File: config.mk
export PLATFORM = sky130hd
export DESIGN_NAME = seg7_reader
export DESIGN_NICKNAME = d
export VERILOG_FILES = /design/src/rtl/seg7_pkg.sv /design/src/rtl/seg7_pattern_decode.sv /design/src/rtl/seg7_reader.sv
export SDC_FILE = /design/constraint.sdc
export NUM_CORES = 1
export LEC_CHECK = 0
export BUFFER_PORTS_ARGS = -buffer_cell sky130_fd_sc_hd__buf_4
export CAP_MARGIN = 0
export CORE_UTILIZATION = 35
export CTS_CLUSTER_DIAMETER = 60
export DETAILED_ROUTE_END_ITERATION = 8
export GPL_ROUTABILITY_DRIVEN = 1
export PLACE_DENSITY = 0.51
export SLEW_MARGIN = 5
export SYNTH_ARGS = -nofsm -noshare
export SYNTH_HDL_FRONTEND = slang
export SYNTH_SLANG_ARGS = --single-unit
File: constraint.sdc
create_clock -name clk -period 2.24 [get_ports clk]
set_input_delay 0.448 -clock clk [delete_from_list [all_inputs] [get_ports clk]]
set_output_delay 0.448 -clock clk [all_outputs]
set_load 0.01 [all_outputs]
File: src/rtl/seg7_pkg.sv
// Shared definitions for the seven-segment reader.
// Holds the legal digit patterns (bit6=a .. bit0=g, 1=lit), the blank
// pattern and the reader state encoding.
package seg7_pkg;

  localparam logic [6:0] PAT_0 = 7'b1111110;
  localparam logic [6:0] PAT_1 = 7'b0110000;
  localparam logic [6:0] PAT_2 = 7'b1101101;
  localparam logic [6:0] PAT_3 = 7'b1111001;
  localparam logic [6:0] PAT_4 = 7'b0110011;
  localparam logic [6:0] PAT_5 = 7'b1011011;
  localparam logic [6:0] PAT_6 = 7'b1011111;
  localparam logic [6:0] PAT_7 = 7'b1110000;
  localparam logic [6:0] BLANK = 7'b0000000;

  // IDLE: blank accepted, TRACK: candidate not yet stable,
  // LOCKED: legal pattern accepted, FAULT: illegal pattern accepted.
  typedef enum logic [1:0] {
    IDLE   = 2'd0,
    TRACK  = 2'd1,
    LOCKED = 2'd2,
    FAULT  = 2'd3
  } state_t;

endpackage

File: src/rtl/seg7_pattern_decode.sv
// Combinational classifier for a seven-segment pattern.
// Ports:
//   pattern : 7-bit segment pattern (bit6=a .. bit0=g)
//   code    : digit value 0..7 when legal, 0 otherwise
//   legal   : pattern is one of the eight digit patterns
//   blank   : pattern has no segment lit
module seg7_pattern_decode
  import seg7_pkg::*;
(
  input  logic [6:0] pattern,
  output logic [2:0] code,
  output logic       legal,
  output logic       blank
);

  always_comb begin
    code  = 3'd0;
    legal = 1'b1;
    blank = 1'b0;
    case (pattern)
      PAT_0:   code = 3'd0;
      PAT_1:   code = 3'd1;
      PAT_2:   code = 3'd2;
      PAT_3:   code = 3'd3;
      PAT_4:   code = 3'd4;
      PAT_5:   code = 3'd5;
      PAT_6:   code = 3'd6;
      PAT_7:   code = 3'd7;
      BLANK: begin
        legal = 1'b0;
        blank = 1'b1;
      end
      default: legal = 1'b0;
    endcase
  end

endmodule

File: src/rtl/seg7_reader.sv
// Seven-segment display reader: debounces strobed segment samples and
// reports the accepted digit.
// A pattern is accepted once STABLE_CNT consecutive strobed samples agree.
// Ports:
//   clk        : clock, rising edge
//   rst        : synchronous active-high reset
//   seg_in     : segment lines, bit6=a .. bit0=g, 1=lit
//   seg_strobe : qualifies seg_in; samples ignored while low
//   code       : last accepted legal digit
//   code_valid : one-cycle pulse when a new legal digit is accepted
//   code_err   : one-cycle pulse when a new illegal pattern is accepted
//   stable     : high while the accepted pattern is legal and unchanged
module seg7_reader
  import seg7_pkg::*;
#(
  parameter int STABLE_CNT = 3
) (
  input  logic       clk,
  input  logic       rst,
  input  logic [6:0] seg_in,
  input  logic       seg_strobe,
  output logic [2:0] code,
  output logic       code_valid,
  output logic       code_err,
  output logic       stable
);

  localparam logic [3:0] CNT_MAX = 4'(STABLE_CNT);

  state_t     state, state_next;
  logic [6:0] cand, cand_next;
  logic [3:0] cnt, cnt_next;
  logic [6:0] prev, prev_next;
  logic [2:0] code_next;
  logic       valid_next, err_next, stable_next;
  logic       differ, accept;

  logic [2:0] dec_code;
  logic       dec_legal, dec_blank;

  // The accepted pattern is always the current sample, so classify seg_in.
  seg7_pattern_decode u_decode (
    .pattern (seg_in),
    .code    (dec_code),
    .legal   (dec_legal),
    .blank   (dec_blank)
  );

  always_comb begin
    state_next  = state;
    cand_next   = cand;
    cnt_next    = cnt;
    prev_next   = prev;
    code_next   = code;
    valid_next  = 1'b0;
    err_next    = 1'b0;
    stable_next = stable;
    differ      = (seg_in != cand);
    accept      = 1'b0;
    if (seg_strobe) begin
      if (differ) begin
        cand_next   = seg_in;
        cnt_next    = 4'd1;
        state_next  = TRACK;
        stable_next = 1'b0;
      end else if (cnt != CNT_MAX) begin
        cnt_next = cnt + 4'd1;
      end
      // A new candidate counts as tracking, so STABLE_CNT=1 accepts at once.
      accept = (differ || state == TRACK) && (cnt_next == CNT_MAX);
      if (accept) begin
        prev_next = seg_in;
        if (dec_blank) begin
          state_next  = IDLE;
          stable_next = 1'b0;
        end else if (dec_legal) begin
          state_next  = LOCKED;
          stable_next = 1'b1;
          if (seg_in != prev) begin
            valid_next = 1'b1;
            code_next  = dec_code;
          end
        end else begin
          state_next  = FAULT;
          stable_next = 1'b0;
          err_next    = (seg_in != prev);
        end
      end
    end
  end

  always_ff @(posedge clk) begin
    if (rst) begin
      state      <= IDLE;
      cand       <= BLANK;
      cnt        <= 4'd0;
      prev       <= BLANK;
      code       <= 3'd0;
      code_valid <= 1'b0;
      code_err   <= 1'b0;
      stable     <= 1'b0;
    end else begin
      state      <= state_next;
      cand       <= cand_next;
      cnt        <= cnt_next;
      prev       <= prev_next;
      code       <= code_next;
      code_valid <= valid_next;
      code_err   <= err_next;
      stable     <= stable_next;
    end
  end

endmodule
* Word-level counts from Yosys, hierarchy flattened
Cells that the tools add are included.
** Word-level totals
- Bits in registers :: 26
- Input port bits :: 10
- Output and inout port bits :: 6
- Word-level logic and storage cells :: 52
** Operators by class
- Add/subtract/negate cells :: 1
- Equal/unequal tests :: 13
- Multiplexer cells :: 15
- Bitwise logic cells :: 4
- Reductions and logical operators :: 11
** Operators by type and width (number)
- $eq A7 B7 Y1 const B :: 6
- $pmux W3 S7 :: 1
- $eq A7 B6 Y1 const B :: 2
- $ne A7 B7 Y1 :: 2
- $mux W4 :: 3
- $reduce_or A5 Y1 :: 2
- $mux W1 :: 8
- $reduce_or A8 Y1 :: 1
- $logic_not A7 Y1 :: 1
- $mux W2 :: 3
- $reduce_and A2 Y1 :: 3
- $reduce_and A5 Y1 :: 1
- $add A4 B1 Y4 const B :: 1
- $eq A4 B2 Y1 const B :: 1
- $ne A4 B2 Y1 const B :: 1
- $not A1 Y1 :: 4
- $eq A2 B1 Y1 const B :: 1
- $reduce_bool A2 Y1 :: 1
- $logic_and A1 B1 Y1 :: 1
- $logic_or A1 B1 Y1 :: 1

* Depth between registers and ports, before layout
Gate-level depths: netlist of run 1.
- Depth in word-level cells :: 8
- Depth in mapped cells :: 8
- Depth with buffers taken out :: 6

* Modules after synthesis
Synthesis of run 1 repeated with hierarchy kept, for this count alone.
** Second synthesis, totals
- Cells, all modules :: 178
- Area, all modules :: 1544.0 µm²
** Modules (own cells, without submodules)
- seg7_reader :: times used 1, cells an instance 147, area an instance 1322.5 µm², sequential area each 520.5 µm²
- seg7_pattern_decode :: times used 1, cells an instance 31, area an instance 221.5 µm², sequential area each 0.0 µm²

* Worst setup path after synthesis of run 1
No wires, ideal clock.
- Kind :: input port to flip-flop
- From :: input port seg_in[3]
- To :: register code[1]
- Library setup time :: 0.123 ns
- Data arrival time :: 1.951 ns
- Required time :: 2.117 ns
- Path slack :: 0.165 ns
- Stages :: 5
- Path buffers :: 0
- Path through :: or4b_2 > o21ai_1 > a221oi_2 > nor4_4 > mux2_1
** Between the ends
- Cells in the longest elaborated chain, start to end :: 6
- Elaborated cells between the ends (all ways) :: 22
- Classes of those cells :: 11 x eq/ne; 5 x mux; 1 x bitwise; 5 x reduce/logical
** RTL lines
- start, declared :: RTL line seg7_reader.sv:20 : input logic [6:0] seg_in,
- $ne A7 B7 Y1 :: RTL line seg7_reader.sv:58 : differ = (seg_in != cand);
- $mux W4 :: RTL line seg7_reader.sv:61 : if (differ) begin
- $mux W4 :: RTL line seg7_reader.sv:60 : if (seg_strobe) begin
- $eq A4 B2 Y1 :: RTL line seg7_reader.sv:70 : accept = (differ || state == TRACK) && (cnt_next == CNT_MAX);
- $logic_and A1 B1 Y1 :: RTL line seg7_reader.sv:70
- $reduce_and A5 Y1 (no source line)
- end signal, assigned :: RTL line seg7_reader.sv:107 : code <= code_next;
- end, declared :: RTL line seg7_reader.sv:22 : output logic [2:0] code,
Several ways; a longest one is shown, not always the timed one. The select of a mux whose other input is x is not followed.
A chain may end at the register's enable or synchronous reset.

* Final worst setup path of run 1
- From :: register cnt[0]
- To :: register code[1]
** Between the ends
- Cells in the longest elaborated chain, start to end :: 7
- Elaborated cells between the ends (all ways) :: 8
- Classes of those cells :: 1 x add/sub; 2 x eq/ne; 3 x mux; 2 x reduce/logical
** RTL lines
- start, declared :: RTL line seg7_reader.sv:32 : logic [3:0] cnt, cnt_next;
- start signal, assigned :: RTL line seg7_reader.sv:105 : cnt <= cnt_next;
- $add A4 B1 Y4 / $ne A4 B2 Y1 (equally long branches) :: RTL line seg7_reader.sv:67, seg7_reader.sv:66
- $mux W4 * :: RTL line seg7_reader.sv:66 : end else if (cnt != CNT_MAX) begin
- $mux W4 * :: RTL line seg7_reader.sv:61
- $mux W4 * :: RTL line seg7_reader.sv:60
- $eq A4 B2 Y1 * :: RTL line seg7_reader.sv:70
- $logic_and A1 B1 Y1 * :: RTL line seg7_reader.sv:70
- $reduce_and A5 Y1 (no source line) *
Mark *: on every way between the ends. The rest lies on a longest branch, timed or not. The select of a mux whose other input is x is not followed.

==> flow_summary_export.csv, run 1 <==
group,metric,value,unit
synthesis,synth_adder_area_share,0.784,%
floorplan,core_area,4380,sq um
clock_network,cts-buffers-inserted,3,
layout,num_antenna_cells,0,
clock_network,worstSkewPairLatency,280,ps
global_routing,overflow,0,
layout,area_growth,20.1,%
global_routing,antenna_found_initial,0,
place,place_area,1820,sq um
floorplan,ios,16,
flow_run,cap_violations,0,
routing,drtIter0Drc,38,
routing,antenna_left,0,
synthesis,yosysWarnings,0,
routing,routed_wl,3450,microns
power,fin_total_pwr,1.02,mW
layout,num-fill-cells,442,
routing,drt-vias-per-instance,5.17,
sta,fin_crit,2120,ps
power,p_switching,0.241,mW
setup_path,start_kind,"register",
min_path,hold_path_depth,3,
setup_path,r2r_start,"cnt[0]",
status,status,"finished, final reports clean",
layout,nets,213,
place,dpl_worst_slack,-18.3,ps
setup_path,critical_path.max_stage_delay,450,ps
floorplan,die_area,4840,sq um
synthesis,synth_top_family_by_area,"simple AND/OR/NAND/NOR gates",
sta,fin_crit_sh,94.6,%
floorplan,die_h,69.5,microns
min_path,holdPathEnd,"cand[0]",
setup_path,crit_fanout,4,
clock_network,ctsHoldBuffers,0,
synthesis,syn-num-nets,187,
place,finalWeightedCongestion,0.814,
setup_path,worstPathCellList,"ha_2, nor2b_1, xnor2_1, or3b_4, nor4_4, mux2_1",
synthesis,yosysSeqAreaShare,32.6,%
global_routing,first_global_vias,1342,
clock_network,cts_tree,"done",
synthesis,synth_area_per_cell,9.07,sq um
power,vdd_ir_drop_max,0.313,mV
sta,finalWorstSetupSlack,121,ps
setup_path,rrSetupSlack,120,ps
setup_path,arrival,2290,ps
synthesis,synthCells,176,
sta,hold_viol,0,
synthesis,yosys.area_share.simple,28.6,%
routing,drt-pass1-iter-count,4,
clock_network,clk_path_buf_depth,2,
clock_network,clock-sinks,26,
sta,rsz0062_at_grt,"false",
synthesis,yosys.area.top_type,"dfxtp_1",
layout,fin_area,1920,sq um
setup_path,worstPathRequired,2410,ps
global_routing,grt_first_pass_wirelength,6090,microns
sta,clock_skew,9.38,ps
synthesis,synth_mux_area_share,12.0,%
sta,fmax,0.472,GHz
synthesis,ys_top_cells_by_area,"dfxtp_1, mux2i_1, nand2b_1",
synthesis,synth_ff_type,"dfxtp_1",
synthesis,async_reset_ff_share,0,%
sta,relSlewSlack,72.7,%
setup_path,worstSetupPathType,"register to register",
synthesis,synth_top_cell_area_share,32.6,%
clock_network,cts_root_buf,"clkbuf_8",
min_path,hold_path_class,"input pin to register",
routing,routedWlPerCell,13.6,microns
synthesis,ys_ff_latch,26,
setup_path,slowest_stage,"or3b_4",
synthesis,synth_area,1600,sq um
setup_path,rr_endpoint,"code[1]",
clock_network,clk_pin_slew_worst_paths,100,ps
synthesis,synth_compound_area_share,9.72,%
power,sequentialPowerShare,46.9,%
layout,final_util,43.7,%
place,io_buffer_count,15,
place,dp_hpwl,2630,microns
power,p_clk_share,38.8,%
synthesis,yosysUniqueCellTypes,48,
synthesis,synth_edf_count,0,
sta,slew_viol_final,0,
setup_path,end_kind,"register",
clock_network,htree_levels,1,
power,p_int,0.783,mW
setup_path,reg2regPathDepth,6,
synthesis,synth_xor_xnor_area_share,9.33,%
sta,tightest_slew,406,ps
power,switching_share,23.6,%
power,p_leak,0.754,nW
global_routing,grt_usage,15.7,%
floorplan,rows,24,
sta,setup_viol,0,
routing,vias,1307,
power,combPwrFrac,14.3,%
sta,holdWs,452,ps
routing,drc_errors,0,
floorplan,initial_core_util,36.4,%
global_routing,grt_max_degree,37,
power,power_density,534,nW/um^2
floorplan,die_w,69.5,microns
min_path,hp-start,"seg_in[0]",
layout,layout-drive-gt1-share,25.9,%
-- layout by cell type, fill, tap and decap left out, types with 2 or more instances in the layout --
cell      netlist  routed
nand4_1         2       2
nand3_1         3       3
buf_4           4      35
nor3_1          4       3
nor2b_1         4       4
nor2_1         12      12
dfxtp_1        26      24
xnor2_1        10      10
and3_1          3       3
nand3b_1        3       3
xor2_1          7       7
o21ai_0         4       4
inv_1           5       5
dfxtp_2         0       2
nor4_1          3       3
clkbuf_8        0       3
nand2b_1       19      19
a21oi_1         5       5
or4_1           2       2
mux2i_1        18      17
o41ai_1         2       2
nand2_1         6       6
-- repair_timing --
action	CTS	global route
setup endpoints to repair	9	13
resized for setup	1	4
pin swaps	0	0
setup buffers	0	1
-- power groups by stage --
stage / sequential [mW] / clock (mW) / combinational (mW)
detailed placement: 0.491 / 0 / 0.145
CTS: 0.480 / 0.416 / 0.145
finish: 0.480 / 0.397 / 0.146
global placement: 0.490 / 0 / 0.142
global route: 0.482 / 0.434 / 0.163
floorplan: 0.489 / 0 / 0.104
-- kinds of logic after synthesis --
| family | Yosys count |
|---|---|
| compound gates | 22 |
| xor+xnor | 17 |
| fa+ha+maj | 1 |
| buf+inv | 19 |
| flops | 26 |
| mux | 19 |
| simple gates | 72 |
-- how the worst max path moves through the flow --
stage / start / to
global route: cnt[0] / code[1]
floorplan: seg_in[3] / code[1]
detailed placement: seg_in[3] / code[1]
global placement: seg_in[3] / code[1]
CTS: cnt[0] / code[1]
finish: cnt[0] / code[1]
-- critical path: cells and delay by family, from the launching register on --
| family | cells | cell delay (ps) |
|---|---|---|
| fa+ha+maj | 1 | 200 |
| simple gates | 3 | 930 |
| flops | 1 | 380 |
| xor+xnor | 1 | 160 |
| mux | 1 | 340 |
-- synthesized netlist by cell type, drive strengths merged, types with 2 or more instances --
cell	number
xnor2	10
clkbuf	4
or3b	2
o41ai	2
xor2	7
mux2i	18
nand3	3
o21ai	5
nor3b	2
nor2	12
nand4	2
inv	5
nand2	6
dfxtp	26
or4b	2
nor4	4
a21oi	5
nor2b	4
buf	10
or4	2
nor3	4
nand3b	3
and3	3
nand2b	19
-- flip-flops by register name (all words and copies together), names as in the netlist --
signal      flops
code_err        1
cnt             4
state           2
cand            7
code_valid      1
stable          1
prev            7
code            3
-- routing by layer --
metal	vias to the layer above	part of all wire [%]	GRT usage, %	wire length [microns]
li1	662	-	-	-
met1	621	46	18.6	1590
met2	19	50	28.4	1720
met3	5	2.9	3.63	99
met4	0	0.99	4.08	34
met5	-	0	0	0
-- through the flow --
stage / setup TNS (ps) / cells
floorplan: 0 / 176
global placement: 0 / 248
detailed placement: -41.6 / 248
CTS: 0 / 252
global route: 0 / 253
finish: 0 / 253
-- area by class of cell --
| cell class | instances | area, sq um | share of cell area (%) |
|---|---|---|---|
| Tap cell | 52 | 65.1 | 3.39 |
| Clock inverter | 1 | 30.0 | 1.57 |
| Sequential cell | 26 | 523 | 27.3 |
| Multi-Input combinational cell | 131 | 976 | 50.9 |
| Timing Repair Buffer | 35 | 263 | 13.7 |
| Inverter | 5 | 18.8 | 0.979 |
| Clock buffer | 3 | 41.3 | 2.15 |
No activity file was read; power rests on OpenSTA's default activity.
==> run 2: changes to the inputs <==
- ABC_AREA: unset -> 1
==> flow_summary_export.csv, run 2 <==
group,metric,value,unit
global_routing,antenna_found_initial,0,
setup_path,rr_endpoint,"code[2]",
layout,layout_common_cells,"nand2_1, inv_1, dfxtp_1",
global_routing,grt_max_degree,21,
sta,rsz0062_at_grt,"false",
sta,clock_skew,9.51,ps
clock_network,cts.repair.resized,0,
sta,slew_viol_final,0,
clock_network,cts_root_buf,"clkbuf_8",
layout,nets,247,
synthesis,synth_top_cell_area_share,36.2,%
clock_network,clk_pin_slew_worst_paths,100,ps
setup_path,worstPathRequired,2450,ps
synthesis,ys_top_cells_by_area,"dfxtp_1, nand2_1, inv_1",
routing,antenna_left,0,
sta,tightest_slew,560,ps
clock_network,clock-sinks,26,
sta,setup_viol,0,
sta,fin_crit,1880,ps
setup_path,cp-startpoint,"cnt[0]",
global_routing,overflow,0,
clock_network,post-cts-setup-buffer-count,0,
setup_path,path_buf_inv,0,
flow_run,cap_violations,0,
synthesis,async_reset_ff_share,0,%
routing,routed-wl-met2,1300,microns
sta,fmax,0.531,GHz
layout,num_antenna_cells,0,
synthesis,synth_ff_type,"dfxtp_1",
layout,seq_area,520,sq um
status,status,"finished, final reports clean",
synthesis,synth_edf_count,0,
layout,final_util,42.9,%
sta,hold_viol,0,
routing,drt-pass1-iter-count,4,
place,io_buffer_count,15,
global_routing,first_global_vias,1227,
clock_network,cts_tree,"done",
layout,multi_input_comb_area,759,sq um
clock_network,cts-buffers-inserted,3,
routing,routedWlPerCell,11.2,microns
synthesis,ys_ff_latch,26,
setup_path,arrival,2090,ps
setup_path,r2r_start,"cnt[0]",
synthesis,synth_area_per_cell,6.54,sq um
routing,vias,1315,
clock_network,htree_levels,1,
global_routing,grt_usage,16.6,%
sta,fin_crit_sh,84.0,%
routing,drt-met1-wl,1730,microns
routing,met3_length,120,microns
synthesis,yosysUniqueCellTypes,27,
setup_path,crit_path_frequent_cell,"nand3_1",
layout,layout-drive-gt1-share,14.1,%
place,finalWeightedCongestion,0.753,
clock_network,ctsHoldBuffers,0,
layout,layout_commonest_cell,"nand2_1",
setup_path,reg2regPathDepth,9,
setup_path,path_depth,9,
floorplan,core_area,3800,sq um
layout,area_growth,13.1,%
power,power_density,545,nW/um^2
setup_path,end_kind,"register",
synthesis,yosysSeqAreaShare,36.2,%
clock_network,worstSkewPairLatency,270,ps
place,dp_hpwl,2370,microns
floorplan,rows,22,
synthesis,yosysWarnings,0,
routing,routed_wl,3170,microns
floorplan,ios,16,
global_routing,grt_first_pass_wirelength,5540,microns
routing,drt-vias-per-instance,4.66,
setup_path,rrSetupSlack,360,ps
setup_path,start_kind,"register",
layout,reg.largest.list,"cand x7, prev x7, cnt x4",
setup_path,cp_top_family,"simple AND/OR/NAND/NOR gates",
sta,relSlewSlack,62.6,%
setup_path,worstPathCellList,"ha_1, nand3_1, o21ai_0, nand3_1, nor2_1, nand3_1, nand2_1, nand2_1, nor2_1",
routing,highest_layer,"met4",
floorplan,die_area,4370,sq um
min_path,hold_path_class,"input pin to register",
setup_path,slowest_stage,"dfxtp_1",
synthesis,synthCells,220,
setup_path,crit_fanout,7,
setup_path,crit_path_end,"code[2]",
synthesis,synth_area,1440,sq um
sta,fin_setup_tns,0,ps
power,p_leak,0.799,nW
synthesis,yosys.area.top_type,"dfxtp_1",
synthesis,yosys-top-cells-count,"nand2_1, dfxtp_1, inv_1, nor2_1, a21oi_1",
power,vdd_ir_drop_max,0.281,mV
clock_network,clk_path_buf_depth,2,
layout,num-fill-cells,426,
synthesis,synth_most_common_cell,"nand2_1",
synthesis,syn-num-nets,231,
routing,drc_errors,0,
setup_path,worstSetupPathType,"register to register",
floorplan,die_h,66.1,microns
setup_path,critical_path.max_stage_delay,400,ps
floorplan,die_w,66.1,microns
routing,drtIter0Drc,63,
floorplan,initial_core_util,37.9,%
-- run 2: cell types whose count changed after synthesis, moves of 4 or more --
cell / previous run / this run
o21ai_0: 4 / 18
nand2b_1: 19 / 0
a21oi_1: 5 / 19
nand2_1: 6 / 54
inv_1: 5 / 26
nand3_1: 3 / 14
mux2i_1: 18 / 0
nor2_1: 12 / 23
inv_2: 0 / 4
nor2b_1: 4 / 0
xnor2_1: 10 / 3
-- run 2: worst min-delay path by stage --
stage,from,end,slack [ps],depth (start not counted)
detailed placement,cand[0],cand[0],470,2
finish,seg_strobe,cnt[1],370,2
global route,seg_strobe,cnt[1],370,2
floorplan,cand[0],cand[0],440,2
global placement,state[0],state[0],460,2
CTS,seg_strobe,cnt[1],370,2
-- run 2: through the flow --
stage	hold WS [ps]	setup slack (ps)	std cells	cell area, sq um	total power [mW]
5_1_grt	370	97.4	282	1630	0.937
3_3_place_gp	464	328	279	1590	0.628
3_5_place_dp	465	337	279	1590	0.626
2_1_floorplan	444	536	220	1440	0.583
6_report	369	358	282	1630	0.887
4_1_cts	369	350	282	1630	0.901
-- run 2: cell type report --
class / instances / share of cell area (%)
Inverter: 31 / 7.30
Sequential cell: 26 / 32.0
Multi-Input combinational cell: 157 / 46.7
Timing Repair Buffer: 17 / 7.84
Tap cell: 48 / 3.69
Clock buffer: 3 / 2.54
-- run 2: layer usage --
layer	global-route usage (%)	up-vias
met4	3.19	0
met1	22.8	565
met5	0	-
li1	-	729
met2	26.4	17
met3	3.79	4
-- run 2: kinds of logic after synthesis --
group / share of synthesized area [%]
buffers and inverters: 11.0
AOI/OAI and AO/OA: 14.7
adders and majority gates: 0.869
xor gates and xnor gates: 4.87
DFF: 36.2
and+or+nand+nor: 32.3
-- run 2: power breakdown --
group	internal, mW	switching, mW	leakage, nW
clock	0.121	0.152	0.0216
sequential	0.477	0.00843	0.212
combinational	0.0471	0.0816	0.565
total	0.645	0.242	0.799
